`src/rtl/mem_port_arbiter.sv`:
```
// ---------------------------------------------------------------------------
// mem_port_arbiter : round-robin sharing of a single-cycle memory's read/write
// ports among NUM_REQ requesters.  Optional stats: MEM_PORT_ARB_STATS_EN.
// Revision: 1.0 initial release
// ---------------------------------------------------------------------------
`default_nettype none

module mem_port_arbiter #(
   parameter int NUM_REQ    = 2,
   parameter int DATA_WIDTH = 32,
   parameter int ADDR_WIDTH = 32,
   parameter int MEM_SIZE   = 1024
) (
   input  logic                          clk,
   input  logic                          reset,
   input  logic [NUM_REQ-1:0]            req_valid,
   output logic [NUM_REQ-1:0]            req_ready,
   input  logic [NUM_REQ-1:0]            req_we,
   input  logic [NUM_REQ*ADDR_WIDTH-1:0] req_addr,
   input  logic [NUM_REQ*DATA_WIDTH-1:0] req_wdata,
   output logic [NUM_REQ-1:0]            resp_valid,
   output logic [DATA_WIDTH-1:0]         resp_rdata,
   output logic                          resp_err,
   output logic                          mem_read_enable,
   output logic [ADDR_WIDTH-1:0]         mem_read_addr,
   input  logic [DATA_WIDTH-1:0]         mem_read_data,
   output logic                          mem_write_enable,
   output logic [ADDR_WIDTH-1:0]         mem_write_addr,
   output logic [DATA_WIDTH-1:0]         mem_write_data
`ifdef MEM_PORT_ARB_STATS_EN
   ,
   output logic [NUM_REQ*16-1:0]         grant_count,
   output logic [15:0]                   err_count
`endif
);

   localparam int IDX_W = (NUM_REQ > 1) ? $clog2(NUM_REQ) : 1;

   typedef enum logic [1:0] {
      IDLE  = 2'd0,
      ISSUE = 2'd1,
      RESP  = 2'd2
   } state_t;

   state_t                  state, state_next;
   logic [IDX_W-1:0]        rr_ptr, owner, winner;
   logic [IDX_W:0]          scan_idx;
   logic                    found, handshake, in_range, issue_rd, issue_wr;
   logic                    lat_we;
   logic [ADDR_WIDTH-1:0]   lat_addr;
   logic [DATA_WIDTH-1:0]   lat_wdata;

   // Scan from rr_ptr with wrap; the extra index bit absorbs rr_ptr + k overflow
   always_comb begin
      found    = 1'b0;
      winner   = '0;
      scan_idx = '0;
      for (int k = 0; k < NUM_REQ; k++) begin
         scan_idx = {1'b0, rr_ptr} + (IDX_W+1)'(k);
         if (scan_idx >= (IDX_W+1)'(NUM_REQ))
            scan_idx = scan_idx - (IDX_W+1)'(NUM_REQ);
         if (!found && req_valid[scan_idx[IDX_W-1:0]]) begin
            found  = 1'b1;
            winner = scan_idx[IDX_W-1:0];
         end
      end
   end

   assign handshake = (state == IDLE) && found && !reset;
   assign in_range  = lat_addr < ADDR_WIDTH'(MEM_SIZE);
   // Reset gates the enables so an access caught in ISSUE never commits
   assign issue_rd  = (state == ISSUE) && !reset && !lat_we && in_range;
   assign issue_wr  = (state == ISSUE) && !reset &&  lat_we && in_range;

   assign mem_read_enable  = issue_rd;
   assign mem_read_addr    = issue_rd ? lat_addr  : '0;
   assign mem_write_enable = issue_wr;
   assign mem_write_addr   = issue_wr ? lat_addr  : '0;
   assign mem_write_data   = issue_wr ? lat_wdata : '0;

   always_comb begin
      req_ready  = '0;
      resp_valid = '0;
      if (handshake)
         req_ready[winner] = 1'b1;
      if (state == RESP && !reset)
         resp_valid[owner] = 1'b1;
   end

   always_comb begin
      state_next = state;
      case (state)
         IDLE:    if (found) state_next = ISSUE;
         ISSUE:   state_next = RESP;
         RESP:    state_next = IDLE;
         default: state_next = IDLE;
      endcase
   end

   always_ff @(posedge clk) begin
      if (reset) begin
         state      <= IDLE;
         rr_ptr     <= '0;
         owner      <= '0;
         lat_we     <= 1'b0;
         lat_addr   <= '0;
         lat_wdata  <= '0;
         resp_rdata <= '0;
         resp_err   <= 1'b0;
      end else begin
         state <= state_next;
         if (handshake) begin
            lat_we    <= req_we[winner];
            lat_addr  <= req_addr[int'(winner)*ADDR_WIDTH +: ADDR_WIDTH];
            lat_wdata <= req_wdata[int'(winner)*DATA_WIDTH +: DATA_WIDTH];
            owner     <= winner;
            rr_ptr    <= (winner == IDX_W'(NUM_REQ-1)) ? '0 : winner + 1'b1;
         end
         if (state == ISSUE) begin
            resp_rdata <= issue_rd ? mem_read_data : '0;
            resp_err   <= !in_range;
         end
      end
   end

`ifdef MEM_PORT_ARB_STATS_EN
   for (genvar g = 0; g < NUM_REQ; g++) begin : g_grant_cnt
      always_ff @(posedge clk) begin
         if (reset)
            grant_count[g*16 +: 16] <= '0;
         else if (handshake && winner == IDX_W'(g) && grant_count[g*16 +: 16] != 16'hFFFF)
            grant_count[g*16 +: 16] <= grant_count[g*16 +: 16] + 16'd1;
      end
   end

   always_ff @(posedge clk) begin
      if (reset)
         err_count <= '0;
      else if (state == ISSUE && !in_range && err_count != 16'hFFFF)
         err_count <= err_count + 16'd1;
   end
`endif

endmodule

`default_nettype wire
```
`config.mk`:
```
export PLATFORM = sky130hd
export DESIGN_NAME = mem_port_arbiter
export DESIGN_NICKNAME = d
export VERILOG_FILES = /design/src/rtl/mem_port_arbiter.sv
export SDC_FILE = /design/constraint.sdc
export NUM_CORES = 1
export LEC_CHECK = 0
export CORE_ASPECT_RATIO = 0.9
export CORE_UTILIZATION = 33
export CTS_CLUSTER_SIZE = 8
export DETAILED_ROUTE_END_ITERATION = 6
export PLACE_DENSITY = 0.72
export REMOVE_ABC_BUFFERS = 1
export SLEW_MARGIN = 25
export SYNTH_ARGS = -nofsm -noshare
export SYNTH_HDL_FRONTEND = slang
export SYNTH_SLANG_ARGS = --single-unit
```
`constraint.sdc`:
```
create_clock -name clk -period 1.7 [get_ports clk]
set_input_delay 0.17 -clock clk [delete_from_list [all_inputs] [get_ports clk]]
set_output_delay 0.17 -clock clk [all_outputs]
set_load 0.005 [all_outputs]
```
# Word level (Yosys, flattened, before mapping)
# Cells that the tools add are included.
dict set report word_totals {
  register_bits 102
  wordCells 67
}
dict set report classes {
  addsub 4
  n_lt_le_gt_ge 9
  eq_ne 3
  shifts 2
  muxes 25
  reduce_logical 16
}
# operator count
set op_table {}
lappend op_table {{32-bit 2-to-1 mux} 4}
lappend op_table {{64-bit by 7-bit indexed part select with 32-bit output} 2}
lappend op_table {{32-bit by 11-bit less-than comparator with 1-bit output, second input constant} 1}
lappend op_table {{1-bit 2-to-1 mux} 15}
lappend op_table {{1-bit logical AND} 11}
lappend op_table {{1-bit by 2-bit less-than comparator with 1-bit output, second input constant} 4}
lappend op_table {{2-bit 2-to-1 mux} 3}
lappend op_table {{1-bit zero test} 4}
lappend op_table {{2-bit one-hot mux with 2 select lines} 1}
lappend op_table {{1-bit by 1-bit adder with 2-bit output, second input constant} 1}
lappend op_table {{1-bit demux with 1-bit select} 2}
lappend op_table {{2-bit by 1-bit equality test with 1-bit output, second input constant} 1}
lappend op_table {{2-bit equality test, second input constant} 1}
lappend op_table {{1-bit >= comparator, second input constant} 2}
lappend op_table {{1-bit by 2-bit >= comparator with 1-bit output, second input constant} 1}
lappend op_table {{2-bit >= comparator, second input constant} 1}
lappend op_table {{2-bit zero test} 1}
lappend op_table {{2-bit != test, second input constant} 1}
lappend op_table {{1-bit subtractor, second input constant} 2}
lappend op_table {{1-bit adder, second input constant} 1}

# Logic depth before layout (Yosys ltp)
# Gate-level depths: netlist of run 1.
dict set report logic_depth {
  depth_word 13
  mapped_depth 5
  ltp_nobuf 3
}

# Worst setup path after synthesis of run 1
# No wires, ideal clock.
dict set report synth_timing {
  path_kind {reg-to-output}
  from {reg lat_addr[31]}
  to {out mem_write_data[10]}
  arrival_ns 1.327
  t_required_ns 1.530
  slack_ns 0.203
  path_stages_with_launch 6
  n_path_buf 2
  cell_sequence {dfxtp_1 > nor4_1 > nand4_1 > buf_2 > buf_2 > nor3_2}
}
dict set report synth_between {
  elab_chain_len 3
}
# element line
set synth_lines {}
lappend synth_lines {{start, declared} 50} ;# logic [ADDR_WIDTH-1:0] lat_addr;
lappend synth_lines {{start signal, assigned} 114} ;# lat_addr <= req_addr[int'(winner)*ADDR_WIDTH +: ADDR_WIDTH];
lappend synth_lines {{32-bit by 11-bit less-than comparator with 1-bit output} 70} ;# assign in_range = lat_addr < ADDR_WIDTH'(MEM_SIZE);
lappend synth_lines {{1-bit logical AND} 73} ;# assign issue_wr = (state == ISSUE) && !reset && lat_we && in_range;
lappend synth_lines {{32-bit 2-to-1 mux} 79} ;# assign mem_write_data = issue_wr ? lat_wdata : '0;
lappend synth_lines {{end, declared} 29} ;# output logic [DATA_WIDTH-1:0] mem_write_data
# No other way between the ends.

# Worst setup path after layout of run 1
dict set report layout_timing {
  from {reg lat_addr[22]}
  to {out mem_write_data[26]}
}
# The elaborated chain is that of the path after synthesis.

==> qor.txt, run 1 <==
result of the run: finished with violations
violations in the final reports: setup timing
critical path launch point: lat_addr[22]
dominant combinational cell family by area after synthesis: simple AND/OR/NAND/NOR gates
Total Die Area: 17,900 sq um
Min Clock Period, post-route: 2.18 ns
synthesized-area fraction occupied by and/or/nand/nor cells: 0.309
unrepaired setup endpoints after global routing: true
startpoint type of the worst setup path: flip-flop
share of Yosys cell area claimed by the top area cell type: 0.356
Num CTS Buffers: 9
Syn Std Cell Area: 5740 sq um
number of antenna violations at the first check in global routing: 0
pin count of the biggest net entering global routing: 46
capturing element type of the critical path: output port
R2R Setup Slk: 0.04 ns
number of diodes: 0
violation count after the first detailed-route iteration: 224
Avg Cell Area, Syn: 9.46 sq um
DP HPWL: 13,000 um
mux contribution to synthesized area: 0
Pwr Density: 703 nW/um^2
worst voltage drop across the vdd grid: 0.533 mV
termination of the worst setup path: mem_write_data[26]
FMAX: 458 MHz
gp weighted congestion: 0.776
global-route usage over all layers: 0.216
overall via count from detail_route: 5,802
synthesis-stage register bit count: 102
classification of the worst-slack hold path: input port to flip-flop
dominant cell type by area after synthesis: sky130_fd_sc_hd__dfxtp_1
Layout Utilization: 0.585
YS warnings: 0
CTS tree: done
Tcrit/Tclk final: 1.28
gr ovfl total: 0
data required time of the worst path: 1.53 ns
Post-synth EDFFs: 0
first-pass GRT wire length: 30,300 um
total wire length: 20,800 um
layout net count: 1,073
Area Overhead vs Synth: 72.8%
post-route DRC violation count: 0
clk buf depth: 2
fraction of synthesized cell area in xor and xnor cells: 0
standby leakage power: 0.00404 uW
biggest area contributors in the synthesized netlist: sky130_fd_sc_hd__dfxtp_1 36%, sky130_fd_sc_hd__a221o_1 11%, sky130_fd_sc_hd__nor4_2 8.9%, sky130_fd_sc_hd__nand3b_1 8.4%, sky130_fd_sc_hd__buf_4 5.8%
skew final: 0.00762 ns
height of the die: 127 um
library cell used as clock root buffer: sky130_fd_sc_hd__clkbuf_16
Cell variety after synth: 34
share of final-layout standard cells stronger than drive strength 1: 0.340
Synth async-reset ratio: 0
insertion delay of the later-clocked pin in the worst-skew pair: 0.35 ns
setup slack of the critical path after layout: -0.484 ns
Critical R2R Launch: state[0]
worst setup path class: flip-flop to output port
initial core utilization: 0.339
vias in the first global route: 5,543
Worst Path Max Fanout: 5
width of the die: 141 um
Max-cap violations: 0
Std-Cell Rows: 45
placeable core region: 16,900 sq um
register area share after synthesis: 0.356
number of cells on the worst reg-to-reg path: 6
reg2reg end: lat_addr[25]
clock net sink count: 102
post-detailed-route via-to-cell ratio: 5.06
Clk pin slew, worst setup/hold paths: 0.07 ns
H-tree levels: 3
total of buffers placed on input and output ports: 256
final hold violation count: 0
critical path arrival: 2.01 ns
number of antenna-violating nets in the routed design: 0
# IOs: 301
Total Power Consumption: 6970 uW
average wire per cell in the routed design: 18.2 um
setup violators final: 54
Gate Count Post-Synth: 607
Synth Area in Compound Gates: 0.165
arithmetic-cell share of the synthesized area counting full adders, half adders and majority gates: 0
max-slew violation count: 0
most instantiated flip-flop cell in the synthesis netlist: sky130_fd_sc_hd__dfxtp_1
First-pass DRT Iterations: 4
-- state kept, by name (all words and copies together) (netlist names) --
register,cells
rr_ptr,1
resp_err,1
owner,1
state,2
lat_wdata,32
lat_addr,32
resp_rdata,32
lat_we,1
-- cell type report --
cell class | instances | area (sq um)
Clock buffer | 12 | 256
Clock inverter | 4 | 52.6
Fill cell | 1446 | 7030
Inverter | 87 | 328
Multi-Input combinational cell | 351 | 3460
Sequential cell | 102 | 2050
Tap cell | 235 | 294
Timing Repair Buffer | 356 | 3470
-- where the power goes --
part | leakage, uW | internal (uW) | switching, uW
Clock | 0.000154 | 1230 | 950
Sequential | 0.000841 | 2600 | 159
Combinational | 0.00304 | 1070 | 960
Total | 0.00404 | 4910 | 2070
-- routing by layer --
layer  routed length, um  vias up  share of wire  track usage
li1                    -     2741              -            -
met1                8860     2802           0.43        0.275
met2               10100      246           0.48        0.362
met3                1660       13          0.080       0.0615
met4                 223        0          0.011       0.0473
met5                   0        -              0            0
-- layout by cell type (no fill, tap or decap), types with 3 or more instances in the layout --
cell type and instances:
sky130_fd_sc_hd__clkdlybuf4s50_1 197, sky130_fd_sc_hd__dfxtp_1 93, sky130_fd_sc_hd__inv_1 86, sky130_fd_sc_hd__a221o_1 65, sky130_fd_sc_hd__nand3b_1 64, sky130_fd_sc_hd__buf_2 55, sky130_fd_sc_hd__conb_1 44, sky130_fd_sc_hd__buf_4 44
sky130_fd_sc_hd__nor4_2 36, sky130_fd_sc_hd__nor3_2 30, sky130_fd_sc_hd__buf_6 30, sky130_fd_sc_hd__o31ai_1 27, sky130_fd_sc_hd__nor3_4 24, sky130_fd_sc_hd__buf_12 14, sky130_fd_sc_hd__nor4b_2 13, sky130_fd_sc_hd__clkbuf_16 13
sky130_fd_sc_hd__nor4_4 9, sky130_fd_sc_hd__dfxtp_2 9, sky130_fd_sc_hd__nor4b_1 7, sky130_fd_sc_hd__buf_8 6, sky130_fd_sc_hd__nor4b_4 3, sky130_fd_sc_hd__o31ai_2 3, sky130_fd_sc_hd__nor4_1 3, sky130_fd_sc_hd__dlygate4sd2_1 3
-- cells in the mapped netlist, drive strengths merged, types with 2 or more instances --
| library cell | instances |
|---|---|
| a21oi | 2 |
| a221o | 65 |
| buf | 85 |
| clkbuf | 25 |
| dfxtp | 102 |
| inv | 87 |
| nand3b | 64 |
| nand4 | 2 |
| nor2 | 3 |
| nor3 | 54 |
| nor4 | 48 |
| nor4b | 23 |
| o31ai | 32 |
-- metrics by stage --
stage / cell area (sq um) / hold slack (ns) / setup WS (ns) / instances / setup TNS (ns)
floorplan: 5250 / 0.310 / -3.42 / 540 / -409.99
global placement: 8720 / 0.453 / -0.736 / 1090 / -45.26
detailed placement: 8720 / 0.461 / -0.800 / 1090 / -47.67
CTS: 9480 / 0.389 / -0.566 / 1132 / -20.71
global route: 9920 / 0.410 / -0.569 / 1147 / -25.48
finish: 9920 / 0.407 / -0.484 / 1147 / -20.96
-- repair_timing --
item,4_1_cts,5_1_grt
setup endpoints to repair,73,117
hold buffers,0,0
pin swaps,21,29
setup buffers,24,17
gates resized for setup,296,86
gates cloned,5,5
-- worst min-delay path by stage --
| stage | start | cells past startpoint | to |
|---|---|---|---|
| after floorplan | req_addr[27] | 1 | lat_addr[27] |
| after global placement | owner | 1 | owner |
| after CTS | mem_read_data[11] | 3 | resp_rdata[11] |
| final | mem_read_data[22] | 3 | resp_rdata[22] |
| after detailed placement | owner | 1 | owner |
| after global routing | mem_read_data[30] | 3 | resp_rdata[30] |
-- logic make-up after synthesis --
| family | Yosys count |
|---|---|
| flops | 102 |
| compound gates | 104 |
| buf+inv | 197 |
| simple gates | 203 |
| other cells | 1 |
-- worst max-delay path, cell delays in order, from the launching register on --
cell and delay [ns]:
sky130_fd_sc_hd__dfxtp_2 0.33, sky130_fd_sc_hd__nor4_4 0.26, sky130_fd_sc_hd__nand4_1 0.15, sky130_fd_sc_hd__buf_6 0.16, sky130_fd_sc_hd__buf_12 0.13, sky130_fd_sc_hd__buf_16 0.12
sky130_fd_sc_hd__buf_8 0.12, sky130_fd_sc_hd__buf_6 0.11, sky130_fd_sc_hd__nor3_2 0.13, sky130_fd_sc_hd__buf_2 0.13
Power figures use the tool's default switching activity.
==> inputs of run 2 (changes only) <==
==> constraint.sdc (replaced) <==
create_clock -name clk -period 1.7 [get_ports clk]
set_input_delay 0.34 -clock clk [delete_from_list [all_inputs] [get_ports clk]]
set_output_delay 0.34 -clock clk [all_outputs]
set_load 0.005 [all_outputs]
==> run 2 against run 1 <==
First-iteration DRC count rose by 29%. Clock skew grew 0.00080 ns. Highest routed layer unchanged. Sequential share of layout area is 1.4 points lower. Combinational power up 15%. Non-clock buffer count grew 8. Sequential power about the same. Wire length rose by 8.7%. Die area did not move. The run still ends with setup timing left.
==> qor.txt, run 2 (synthesized netlist as in run 1, its figures left out) <==
global-route usage over all layers: 0.217
vias in the first global route: 5,437
classification of the worst-slack hold path: flip-flop to flip-flop
setup violators final: 132
Area Overhead vs Synth: 85.3%
number of cells on the worst reg-to-reg path: 8
# IOs: 301
average wire per cell in the routed design: 19.6 um
Min Clock Period, post-route: 2.30 ns
number of diodes: 0
Placed Cells incl. Taps: 1,090
post-detailed-route via-to-cell ratio: 5.11
overall via count from detail_route: 5,893
Final Instance Area: 10,600 sq um
gp weighted congestion: 0.816
delay contributed by the slowest stage of the critical path: 0.33 ns
final hold violation count: 0
placeable core region: 16,900 sq um
total of buffers placed on input and output ports: 256
biggest registers after layout: lat_addr (32), lat_wdata (32), resp_rdata (32)
total wire length: 22,700 um
skew final: 0.00842 ns
standby leakage power: 0.00424 uW
clk buf depth: 2
violation count after the first detailed-route iteration: 289
gr ovfl total: 0
width of the die: 141 um
H-tree levels: 3
capturing element type of the critical path: output port
Pwr Density: 661 nW/um^2
Num CTS Buffers: 9
post-route DRC violation count: 0
worst slew slack as a fraction of its limit: 0.547
worst hold path cell count: 2
DP HPWL: 12,900 um
height of the die: 127 um
FMAX: 436 MHz
insertion delay of the later-clocked pin in the worst-skew pair: 0.35 ns
Post-Place Cell Area: 8690 sq um
First-pass DRT Iterations: 4
Layout Utilization: 0.628
summed negative setup slack over all endpoints: -37.47 ns
max-slew violation count: 0
list of cells traversed by the critical path: nor4_4 > buf_4 > nand4_4 > buf_12 > buf_8 > buf_16 > nor3_2 > buf_2
startpoint type of the worst setup path: flip-flop
worst setup path class: flip-flop to output port
number of antenna violations at the first check in global routing: 0
Worst Path Max Fanout: 7
CTS tree: done
most frequent standard cell in the layout excluding fill and tap cells: sky130_fd_sc_hd__clkdlybuf4s50_1
setup slack of the critical path after layout: -0.596 ns
worst voltage drop across the vdd grid: 0.537 mV
Tcrit/Tclk final: 1.35
violations in the final reports: setup timing
share of final-layout standard cells stronger than drive strength 1: 0.362
number of antenna-violating nets in the routed design: 0
measured slew at the worst slew-check pin: 0.679 ns
Total Die Area: 17,900 sq um
critical path arrival: 1.96 ns
data required time of the worst path: 1.36 ns
initial core utilization: 0.339
pin count of the biggest net entering global routing: 43
final standard cell count with taps included and fillers excluded: 1,154
clock net sink count: 102
Worst path slowest cell: sky130_fd_sc_hd__dfxtp_2
library cell used as clock root buffer: sky130_fd_sc_hd__clkbuf_16
first-pass GRT wire length: 30,300 um
top library cells by usage in the layout, fill and taps aside: 197 x sky130_fd_sc_hd__clkdlybuf4s50_1, 93 x sky130_fd_sc_hd__dfxtp_1, 86 x sky130_fd_sc_hd__inv_1
Std-Cell Rows: 45
Max-cap violations: 0
Clk pin slew, worst setup/hold paths: 0.07 ns
unrepaired setup endpoints after global routing: true
result of the run: finished with violations
layout net count: 1,081
[run 2: cell count changes in the layout (fill, tap and decap cells not counted), moves of 5 or more]
| cell | before | now |
|---|---|---|
| sky130_fd_sc_hd__nor4_2 | 36 | 8 |
| sky130_fd_sc_hd__nor3_4 | 24 | 19 |
| sky130_fd_sc_hd__nor3_2 | 30 | 35 |
| sky130_fd_sc_hd__nor4b_4 | 3 | 21 |
| sky130_fd_sc_hd__nor4_4 | 9 | 40 |
| sky130_fd_sc_hd__clkbuf_16 | 13 | 18 |
| sky130_fd_sc_hd__nor4b_1 | 7 | 0 |
| sky130_fd_sc_hd__nor4b_2 | 13 | 2 |
[run 2: where the power goes]
group	switching (uW)	internal, uW	total, uW
registers	147	2600	2750
logic	1150	1180	2330
clock network	956	993	1950
[run 2: cell type report]
cell class                      count  area, sq um
Clock buffer                       10          229
Clock inverter                      5         35.0
Fill cell                        1413         6310
Inverter                           87          328
Multi-Input combinational cell    351         3990
Sequential cell                   102         2050
Tap cell                          235          294
Timing Repair Buffer              364         3710
[run 2: worst paths after layout]
kind                             end  slack, ns            from
hold / removal        resp_rdata[11]       0.48  resp_rdata[11]
setup / recovery  mem_write_data[14]      -0.60    lat_addr[26]
setup reg to reg        lat_addr[16]      -0.21        state[0]
hold reg to reg       resp_rdata[11]       0.48  resp_rdata[11]
[run 2: what timing repair did]
action / CTS / global route
setup endpoints to repair: 127 / 131
pin swaps: 16 / 41
gates resized for setup: 327 / 130
hold buffers: 0 / 0
gates cloned: 3 / 15
setup buffers: 22 / 11
[run 2: worst max-delay path, delay by kind of cell (launching register included)]
kind                   cells  cell delay, ns
and+or+nand+nor            3            0.51
DFF                        1            0.33
buffers and inverters      5            0.76
[run 2: metal layers]
layer  part of all wire  track usage
met1               0.43        0.281
met2               0.49        0.358
met3              0.069       0.0603
met4              0.012       0.0480
met5                  0            0
[run 2: metrics by stage]
stage | power [uW] | setup slack [ns] | hold slack [ns]
2_1_floorplan | 3470 | -3.44 | 0.442
3_3_place_gp | 4390 | -1.09 | 0.449
3_5_place_dp | 4390 | -1.13 | 0.460
4_1_cts | 6530 | -0.675 | 0.485
5_1_grt | 7310 | -0.689 | 0.502
6_report | 7030 | -0.596 | 0.482
==> inputs of run 3 (changes only) <==
--- a/config.mk
+++ b/config.mk
@@ -6,10 +6,10 @@
 export NUM_CORES = 1
 export LEC_CHECK = 0
 export CORE_ASPECT_RATIO = 0.9
-export CORE_UTILIZATION = 33
+export CORE_UTILIZATION = 40
 export CTS_CLUSTER_SIZE = 8
 export DETAILED_ROUTE_END_ITERATION = 6
-export PLACE_DENSITY = 0.72
+export PLACE_DENSITY = 0.84
 export REMOVE_ABC_BUFFERS = 1
 export SLEW_MARGIN = 25
 export SYNTH_ARGS = -nofsm -noshare
==> run 3 against run 2 <==
The flow still finishes with violations (setup timing). Clock-buffer cell count shrank 1. Sequential share of layout area grew 0.45 points. Power grew 3.4%. Die area shrank 17%. Combinational power shrank 5%. Register-to-register slack gained 0.09 ns. Hold slack gained 0.0081 ns. Fmax shrank 0.48%. Largest cell class unchanged.
==> qor.txt, run 3 (synthesized netlist as in run 1, its figures left out) <==
global-route usage over all layers: 0.272
Worst Path Max Fanout: 8
gr ovfl total: 0
WHS: 0.490 ns
H-tree levels: 3
post-detailed-route via-to-cell ratio: 5.59
number of antenna-violating nets in the routed design: 0
Total Power Consumption: 7270 uW
list of cells traversed by the critical path: nor4_2 > buf_4 > nand4_4 > buf_6 > buf_16 > nor3_4 > buf_2
standby leakage power: 0.00417 uW
total of buffers placed on input and output ports: 256
total wire length: 23,300 um
Post-Place Cell Area: 8630 sq um
number of cells on the worst reg-to-reg path: 8
initial core utilization: 0.410
startpoint type of the worst setup path: flip-flop
Clk pin slew, worst setup/hold paths: 0.07 ns
average wire per cell in the routed design: 21.2 um
final hold violation count: 0
gp weighted congestion: 0.769
post-route DRC violation count: 0
Std-Cell Rows: 41
most frequent standard cell in the layout excluding fill and tap cells: sky130_fd_sc_hd__clkdlybuf4s50_1
number of hold buffers added after cts: 0
Min Clock Period, post-route: 2.31 ns
share of final-layout standard cells stronger than drive strength 1: 0.375
clk buf depth: 2
worst setup path class: flip-flop to output port
first-pass GRT wire length: 31,100 um
max-slew violation count: 0
layout net count: 1,072
area of the multi-input gates: 3870 sq um
height of the die: 116 um
worst hold path cell count: 1
setup violators final: 87
setup slack of the critical path after layout: -0.607 ns
measured slew at the worst slew-check pin: 0.529 ns
clock net sink count: 102
FMAX: 433 MHz
result of the run: finished with violations
First-pass DRT Iterations: 7
Combinational Power Share: 0.306
skew final: 0.00790 ns
Clock power frac: 0.316
CTS tree: done
Critical R2R Launch: lat_addr[22]
final standard cell count with taps included and fillers excluded: 1,103
Total Die Area: 14,800 sq um
overall via count from detail_route: 6,169
register share of total power: 0.378
R2R Setup Slk: -0.12 ns
Tcrit/Tclk final: 1.36
# IOs: 301
placeable core region: 14,000 sq um
Placed Cells incl. Taps: 1,048
hold endpoint: lat_wdata[23]
violations in the final reports: setup timing
Pwr Density: 700 nW/um^2
capturing element type of the critical path: output port
insertion delay of the later-clocked pin in the worst-skew pair: 0.35 ns
unrepaired setup endpoints after global routing: true
Worst path slowest cell: sky130_fd_sc_hd__dfxtp_2
worst slew slack as a fraction of its limit: 0.647
register area: 2050 sq um
number of diodes: 0
worst voltage drop across the vdd grid: 0.502 mV
FILL cells: 958
violation count after the first detailed-route iteration: 420
library cell used as clock root buffer: sky130_fd_sc_hd__clkbuf_16
Net Sw Power: 2280 uW
Num CTS Buffers: 9
Max-cap violations: 0
classification of the worst-slack hold path: flip-flop to flip-flop
Final Instance Area: 10,400 sq um
number of antenna violations at the first check in global routing: 0
Layout Utilization: 0.741
critical path arrival: 1.97 ns
top library cells by usage in the layout, fill and taps aside: 197 x sky130_fd_sc_hd__clkdlybuf4s50_1, 95 x sky130_fd_sc_hd__dfxtp_1, 86 x sky130_fd_sc_hd__inv_1
data required time of the worst path: 1.36 ns
delay contributed by the slowest stage of the critical path: 0.33 ns
biggest registers after layout: lat_addr (32), lat_wdata (32), resp_rdata (32)
Area Overhead vs Synth: 80.9%
reg2reg end: resp_err
pin count of the biggest net entering global routing: 38
Cell Int Power: 4990 uW
width of the die: 128 um
vias in the first global route: 5,702
switching part of the total power: 0.314
DP HPWL: 12,900 um
startpoint of the lowest-slack hold path: lat_wdata[23]
==> run 3: power by group through the flow <==
stage / sequential (uW) / clock [uW] / combinational [uW]
after detailed placement: 2770 / 0 / 1610
final: 2750 / 2300 / 2220
after floorplan: 2750 / 0 / 717
after global placement: 2770 / 0 / 1590
after CTS: 2730 / 2310 / 1890
after global routing: 2770 / 2410 / 2340
==> run 3: per-stage QoR <==
step	TNS (ns)	setup WS (ns)
after floorplan	-420.80	-3.44
after global placement	-85.81	-0.918
after detailed placement	-86.45	-0.971
after CTS	-29.07	-0.652
after global routing	-35.09	-0.694
final	-26.59	-0.607
==> run 3: worst max-delay path: cells and delay by family, from the launching register on <==
family | cells | cell delay, ns
buffers and inverters | 4 | 0.67
DFF | 1 | 0.33
and+or+nand+nor | 3 | 0.61
==> run 3: what timing repair did <==
action / CTS / global route
pin swaps: 34 / 29
setup endpoints to repair: 156 / 135
gates cloned: 7 / 6
gates resized for setup: 337 / 122
buffers inserted: 27 / 8
==> run 3: routing by layer <==
layer,up-vias,GRT usage,wire [um],part of all wire
met5,-,0,60,0.0026
met4,2,0.104,753,0.032
met3,55,0.0605,2120,0.091
met2,351,0.473,11700,0.50
met1,3002,0.330,8720,0.37
li1,2759,-,-,-
==> run 3: how the worst max path moves through the flow <==
| stage | startpoint | to | slack [ns] | depth (start not counted) |
|---|---|---|---|---|
| floorplan | req_valid[0] | req_ready[0] | -3.44 | 2 |
| global placement | reset | mem_read_addr[1] | -0.92 | 6 |
| detailed placement | reset | mem_read_addr[7] | -0.97 | 7 |
| CTS | lat_addr[29] | mem_write_data[22] | -0.65 | 8 |
| global route | lat_addr[26] | mem_write_data[15] | -0.69 | 7 |
| finish | lat_addr[26] | mem_write_data[15] | -0.61 | 7 |
==> run 3: layout make-up <==
cell class	instances	area share
clock buffer	9	0.0217
clock inverter	6	0.00892
inverter	87	0.0314
multi-input combinational	351	0.373
sequential	102	0.197
tap	193	0.0233
timing repair buffer	355	0.344
